File: src/rtl/wb_pkg.sv
// wb_pkg: shared definitions for the write-back stage.
//   - ld_size_e   : load-size encodings (byte, half, word32, full width)
//   - RST_*       : W-register field reset/bubble values
//   - inst_sz_ok  : legal datapath widths (32 or 64)
package wb_pkg;

    typedef enum logic [1:0] {
        LD_BYTE = 2'b00,
        LD_HALF = 2'b01,
        LD_WORD = 2'b10,
        LD_FULL = 2'b11
    } ld_size_e;

    // Bubble/reset contents of the W register; data fields are
    // replicated from RST_DATA_BIT to the parameterised width.
    localparam logic     RST_VALID     = 1'b0;
    localparam logic     RST_CTRL      = 1'b0;
    localparam logic     RST_DATA_BIT  = 1'b0;
    localparam ld_size_e RST_LOAD_SIZE = LD_BYTE;

    // Only 32- and 64-bit datapaths have a defined word32/full alignment.
    function automatic bit inst_sz_ok(input int unsigned w);
        return (w == 32'd32) || (w == 32'd64);
    endfunction

endpackage

File: src/rtl/wb_pipe_load_align.sv
// wb_pipe_load_align: combinational sub-word load alignment and extension.
// Ports:
//   i_data     raw little-endian data-memory word
//   i_off      byte offset within the word
//   i_size     access size (ld_size_e)
//   i_unsigned 1 = zero-extend, 0 = sign-extend from the field's top bit
//   o_data     aligned, extended result
// Misaligned halves/words are truncated down to their natural boundary.
module wb_pipe_load_align
    import wb_pkg::*;
#(
    parameter int INST_SZ = 32,
    parameter int OFF_SZ  = $clog2(INST_SZ / 8)
) (
    input  logic [INST_SZ-1:0] i_data,
    input  logic [OFF_SZ-1:0]  i_off,
    input  ld_size_e           i_size,
    input  logic               i_unsigned,
    output logic [INST_SZ-1:0] o_data
);

    // Offsets with the ignored low bits cleared for half/word accesses.
    localparam logic [OFF_SZ-1:0] HALF_MASK = ~(OFF_SZ'(1));
    localparam logic [OFF_SZ-1:0] WORD_MASK = ~(OFF_SZ'(3));

    logic [OFF_SZ+2:0]  w_shamt;
    logic [INST_SZ-1:0] w_shifted;
    logic [INST_SZ-1:0] w_field_mask;
    logic               w_sign;

    // Shift the addressed field down to bit 0 and pick its mask and sign bit.
    always_comb begin
        w_shamt      = {OFF_SZ + 3{1'b0}};
        w_field_mask = {INST_SZ{1'b1}};
        case (i_size)
            LD_BYTE: begin
                w_shamt      = {i_off, 3'b000};
                w_field_mask = INST_SZ'(8'hFF);
            end
            LD_HALF: begin
                w_shamt      = {i_off & HALF_MASK, 3'b000};
                w_field_mask = INST_SZ'(16'hFFFF);
            end
            LD_WORD: begin
                // For a 32-bit datapath the masked offset is always 0: word == full.
                w_shamt      = {i_off & WORD_MASK, 3'b000};
                w_field_mask = INST_SZ'(32'hFFFF_FFFF);
            end
            LD_FULL: begin
                w_shamt      = {OFF_SZ + 3{1'b0}};
                w_field_mask = {INST_SZ{1'b1}};
            end
            default: begin
                w_shamt      = {OFF_SZ + 3{1'b0}};
                w_field_mask = {INST_SZ{1'b1}};
            end
        endcase
        w_shifted = i_data >> w_shamt;
        case (i_size)
            LD_BYTE: w_sign = w_shifted[7];
            LD_HALF: w_sign = w_shifted[15];
            LD_WORD: w_sign = w_shifted[31];
            LD_FULL: w_sign = w_shifted[INST_SZ-1];
            default: w_sign = 1'b0;
        endcase
    end

    // Keep the field bits and fill the rest with the extension bit.
    always_comb begin
        if (i_unsigned) begin
            o_data = w_shifted & w_field_mask;
        end else begin
            o_data = (w_shifted & w_field_mask) | ({INST_SZ{w_sign}} & ~w_field_mask);
        end
    end

endmodule

File: src/rtl/wb_pipe.sv
// wb_pipe: registered write-back stage.
// Captures the MEM/WB pipeline register (flush > stall > load), aligns and
// extends load data, selects the register-file write value and counts
// retired instructions with a saturating counter.
// Ports:
//   i_clk, i_rst_n        clock, async active-low reset (release expected
//                         synchronous to i_clk)
//   i_stall, i_flush      hold W / load a bubble into W
//   i_*_M                 MEM-stage instruction fields
//   i_cnt_clear           synchronous retired-counter clear
//   o_write_data_W        register-file write data
//   o_write_reg_W         destination register
//   o_reg_write_W         write enable, suppressed for invalid or r0
//   o_valid_W             W holds a valid instruction
//   o_retired_count       instructions accepted into W (saturating)
// All outputs depend only on W-register state.
module wb_pipe
    import wb_pkg::*;
#(
    parameter int INST_SZ     = 32,
    parameter int REG_ADDR_SZ = 5,
    parameter int CNT_SZ      = 32
) (
    input  logic                   i_clk,
    input  logic                   i_rst_n,
    input  logic                   i_stall,
    input  logic                   i_flush,
    input  logic                   i_valid_M,
    input  logic [INST_SZ-1:0]     i_alu_result_M,
    input  logic [INST_SZ-1:0]     i_read_data_M,
    input  logic [INST_SZ-1:0]     i_branch_delay_slot_M,
    input  logic                   i_mem_to_reg_M,
    input  logic                   i_bds_sel_M,
    input  logic                   i_reg_write_M,
    input  logic [REG_ADDR_SZ-1:0] i_write_reg_M,
    input  logic [1:0]             i_load_size_M,
    input  logic                   i_load_unsigned_M,
    input  logic                   i_cnt_clear,
    output logic [INST_SZ-1:0]     o_write_data_W,
    output logic [REG_ADDR_SZ-1:0] o_write_reg_W,
    output logic                   o_reg_write_W,
    output logic                   o_valid_W,
    output logic [CNT_SZ-1:0]      o_retired_count
);

    localparam int OFF_SZ = $clog2(INST_SZ / 8);

    if (!inst_sz_ok(INST_SZ)) begin : g_bad_inst_sz
        $error("wb_pipe: INST_SZ must be 32 or 64");
    end

    logic                   r_valid;
    logic [INST_SZ-1:0]     r_alu_result;
    logic [INST_SZ-1:0]     r_read_data;
    logic [INST_SZ-1:0]     r_bds;
    logic                   r_mem_to_reg;
    logic                   r_bds_sel;
    logic                   r_reg_write;
    logic [REG_ADDR_SZ-1:0] r_write_reg;
    ld_size_e               r_load_size;
    logic                   r_load_unsigned;
    logic [CNT_SZ-1:0]      r_count;
    logic [INST_SZ-1:0]     w_load_data;
    logic                   w_accept;

    assign w_accept = ~i_flush & ~i_stall;

    // W register: flush inserts a bubble, stall holds, otherwise load.
    always_ff @(posedge i_clk or negedge i_rst_n) begin
        if (!i_rst_n) begin
            r_valid         <= RST_VALID;
            r_alu_result    <= {INST_SZ{RST_DATA_BIT}};
            r_read_data     <= {INST_SZ{RST_DATA_BIT}};
            r_bds           <= {INST_SZ{RST_DATA_BIT}};
            r_mem_to_reg    <= RST_CTRL;
            r_bds_sel       <= RST_CTRL;
            r_reg_write     <= RST_CTRL;
            r_write_reg     <= {REG_ADDR_SZ{RST_DATA_BIT}};
            r_load_size     <= RST_LOAD_SIZE;
            r_load_unsigned <= RST_CTRL;
        end else if (i_flush) begin
            r_valid         <= RST_VALID;
            r_alu_result    <= {INST_SZ{RST_DATA_BIT}};
            r_read_data     <= {INST_SZ{RST_DATA_BIT}};
            r_bds           <= {INST_SZ{RST_DATA_BIT}};
            r_mem_to_reg    <= RST_CTRL;
            r_bds_sel       <= RST_CTRL;
            r_reg_write     <= RST_CTRL;
            r_write_reg     <= {REG_ADDR_SZ{RST_DATA_BIT}};
            r_load_size     <= RST_LOAD_SIZE;
            r_load_unsigned <= RST_CTRL;
        end else if (!i_stall) begin
            r_valid         <= i_valid_M;
            r_alu_result    <= i_alu_result_M;
            r_read_data     <= i_read_data_M;
            r_bds           <= i_branch_delay_slot_M;
            r_mem_to_reg    <= i_mem_to_reg_M;
            r_bds_sel       <= i_bds_sel_M;
            r_reg_write     <= i_reg_write_M;
            r_write_reg     <= i_write_reg_M;
            r_load_size     <= ld_size_e'(i_load_size_M);
            r_load_unsigned <= i_load_unsigned_M;
        end
    end

    // Retired counter: clear wins over increment; saturates at all-ones.
    always_ff @(posedge i_clk or negedge i_rst_n) begin
        if (!i_rst_n) begin
            r_count <= {CNT_SZ{1'b0}};
        end else if (i_cnt_clear) begin
            r_count <= {CNT_SZ{1'b0}};
        end else if (w_accept && i_valid_M && (r_count != {CNT_SZ{1'b1}})) begin
            r_count <= r_count + CNT_SZ'(1);
        end
    end

    wb_pipe_load_align #(
        .INST_SZ (INST_SZ),
        .OFF_SZ  (OFF_SZ)
    ) u_load_align (
        .i_data     (r_read_data),
        .i_off      (r_alu_result[OFF_SZ-1:0]),
        .i_size     (r_load_size),
        .i_unsigned (r_load_unsigned),
        .o_data     (w_load_data)
    );

    // Write-data select: return address overrides load data over ALU result.
    always_comb begin
        if (r_bds_sel) begin
            o_write_data_W = r_bds;
        end else if (r_mem_to_reg) begin
            o_write_data_W = w_load_data;
        end else begin
            o_write_data_W = r_alu_result;
        end
    end

    assign o_write_reg_W   = r_write_reg;
    assign o_reg_write_W   = r_reg_write & r_valid & (r_write_reg != {REG_ADDR_SZ{1'b0}});
    assign o_valid_W       = r_valid;
    assign o_retired_count = r_count;

endmodule

File: config.mk
export PLATFORM = sky130hd
export DESIGN_NAME = wb_pipe
export DESIGN_NICKNAME = d
export VERILOG_FILES = /design/src/rtl/wb_pkg.sv /design/src/rtl/wb_pipe_load_align.sv /design/src/rtl/wb_pipe.sv
export SDC_FILE = /design/constraint.sdc
export NUM_CORES = 1
export LEC_CHECK = 0
export CORE_ASPECT_RATIO = 1.1
export CORE_UTILIZATION = 50
export CTS_CLUSTER_SIZE = 20
export DETAILED_ROUTE_END_ITERATION = 8
export PLACE_DENSITY = 0.79
export SLEW_MARGIN = 20
export SYNTH_ARGS = -nofsm -noshare
export SYNTH_HDL_FRONTEND = slang
export SYNTH_SLANG_ARGS = --single-unit
export TNS_END_PERCENT = 30
File: constraint.sdc
create_clock -name i_clk -period 2.7 [get_ports i_clk]
set_clock_uncertainty 0.15 [all_clocks]
set_input_delay 0.405 -clock i_clk [delete_from_list [all_inputs] [get_ports i_clk]]
set_output_delay 0.405 -clock i_clk [all_outputs]
set_load 0.01 [all_outputs]
==> reports/metrics.cfg <==
[outcome]
status=finished with violations
violations=negative setup slack

[power_and_ir_drop]
power_density_nw_per_um2=546
ir_drop_uv=418
leakagePower_uw=0.00454

[grt]
gr-usage-met2_pct=49.9
grt_use_met1_pct=37.8
grt_max_degree=110
grt_pass1_vias=6633
track_usage_pct=30.4
antenna_found_initial=1
globalRouteMet3Util_pct=7.54
grt.busiest_layer=met2
grt_pass1_wl_um=34200
grt.overflow.total=0

[placed_design]
place_area_um2=9410
routabilityCongestion=0.879
portBuffers=183
dp.final_hpwl_um=14800

[critical_path]
worst-setup-path-type=flip-flop to primary output
timing.reg2reg.setup_slack_ps=190
start_kind=flip-flop
arrival_ps=2250
end_kind=primary output
cp_max_fo=7
reg2reg_from=o_retired_count[1]
reg2reg_depth=6
crit_required_ps=2140
rr_endpoint=o_retired_count[30]

[routing]
drc=0
via_per_inst=5.82
ant_nets=0
drt_pass1_iterations=7
post_drt_wl_per_cell_um=19.3
wirelength_um=22100
vias=6664
drt_iter0_markers=443

[yosys]
synth_area_um2=7260
avgSynthCellArea_um2=9.61
seq_area_frac_synth_pct=48.3
yosys_warnings=0
syn_nets=869
synth_seq_cells=140
synthTopCellsByArea=dfrtp_1 48%, mux2i_1 16%, nor2_1 7.7%, a21oi_1 5.0%, o21ai_0 3.0%
syn_inst=755
ys_types=46
synth_top_area_cell=dfrtp_1
synth.top_cell.area_share_pct=48.3

[finish]
fin_util_pct=72.3
nets=1058
fillers=1054
n_antenna_cell=0
area_growth_syn_to_layout_pct=39.0
multi_input_area_um2=3600
regArea_um2=3510
layout-drive-gt1-share_pct=15.6
fin_area_um2=10100

[cts]
cts_buffers=17
cts_max_level=4
clkLatencyLatePin_ps=430
clkSinkCount=140
clockBufferDepth=2
cts_tree=yes
cts_root_buffer=clkbuf_16
clk_pin_slew_ps=60

[sta]
tightest_slew_ps=816
setup_viol=10
fin_setup_tns_ps=-573
max_slew_margin_pct=45.2
hold_violations=0
rsz0062_at_grt=true
fin_ws_ps=-108
post-route-period-util_pct=104
drv_slew=0
layout_min_cycle_time_ps=2810
fmax_mhz=356

[floorplan]
fp.dieW_um=117
num_rows=45
core_area_um2=14000
initial_core_util_pct=52.0
die_area_um2=15000
dieHeight_um=128
io_pins=184

[job]
cap_violations=0

[hold_path]
min_to=o_retired_count[1]
hold_depth=5
min_path_type=input port to flip-flop
min_from=i_flush

cells in the mapped netlist (all sizes together):
cell type,n
nand3b,1
nor2b,4
o31ai,6
nand4,12
and2,5
nand2,31
or3b,1
o311a,1
a21oi,72
nand3,11
xor2,3
o21a,1
nor3b,2
o21ai,43
a221oi,1
nor4,6
mux2i,117
dfrtp,140
inv,12
a22oi,8
clkbuf,40
or4,5
o311ai,1
or3,27
or2,1
mux2,2
nor3,3
and3,3
o2111ai,1
ha,1
mux4,7
o22ai,13
and4,4
nor2,149
o211ai,4
buf,16
a311oi,1
worst max path at each step:
stage                                  start                  end  slack, ps
after floorplan           o_retired_count[0]  o_retired_count[30]        170
after global placement             i_valid_M  o_retired_count[25]       -200
after detailed placement           i_valid_M  o_retired_count[29]       -300
after CTS                    r_alu_result[1]    o_write_data_W[7]       -180
after global routing          r_load_size[1]    o_write_data_W[2]       -200
final                         r_load_size[0]    o_write_data_W[0]       -110
routing by layer:
layer  vias up  share of wire [%]  routed length (µm)
met5         -              0.054                  12
met4         2                3.3                 728
met3        54                7.3                1630
met2       279                 50               11100
met1      3271                 39                8660
li1       3058                  -                   -
critical path, stage by stage, from the launching register on:
cell,delay (ps)
dfrtp_1,410
nor2b_4,150
and2_4,230
buf_4,130
mux4_2,480
mux2i_1,190
o21ai_1,80
buf_2,150
per-stage QoR:
stage | setup WS, ps | std cells | total power (µW) | hold slack [ps]
2_1_floorplan | 174 | 755 | 2670 | -40.6
3_3_place_gp | -204 | 1102 | 3120 | 294
3_5_place_dp | -303 | 1102 | 3130 | 288
4_1_cts | -180 | 1140 | 5520 | 302
5_1_grt | -198 | 1145 | 5710 | 358
6_report | -108 | 1145 | 5510 | 321
layout by cell type (no fill, tap or decap), types with 13 or more instances in the layout:
cell,count
clkdlybuf4s50_1,148
a21oi_1,60
buf_4,34
clkbuf_16,17
o22ai_1,13
o21ai_0,39
mux2i_1,115
or3_1,25
nor2_1,149
dfrtp_1,138
buf_2,20
nand2_1,31
power breakdown:
| group | switching [µW] | internal [µW] |
|---|---|---|
| combinational | 408 | 417 |
| sequential | 86.8 | 2190 |
| clock | 935 | 1470 |
| total | 1430 | 4080 |
final cells by class:
| cell class | count | area share (%) |
|---|---|---|
| multi-input cells | 547 | 35.7 |
| flip-flops and latches | 140 | 34.7 |
| repair buffers | 226 | 20.7 |
| clock buffers | 18 | 4.35 |
| well taps | 188 | 2.33 |
| clock inverters | 14 | 1.70 |
| inverters | 12 | 0.446 |
repair_timing:
action / in CTS / in global routing
pin swaps: 2 / 1
buffers inserted: 5 / 6
hold buffers: 1 / 0
resized for setup: 105 / 41
cloned: 0 / 0
endpoints found under the hold margin: 64 / 0
endpoints found under the setup margin: 32 / 35
logic make-up after synthesis:
kind of cell | Yosys count | synth area share, %
AO/OA/AOI/OAI | 152 | 11.6
XOR/XNOR | 3 | 0.362
adder cells (fa/ha/maj) | 1 | 0.172
buffers and inverters | 68 | 3.57
flip-flops | 140 | 48.3
multiplexers | 126 | 18.6
AND/OR/NAND/NOR | 265 | 17.4
(Power assumes the default switching activity.)
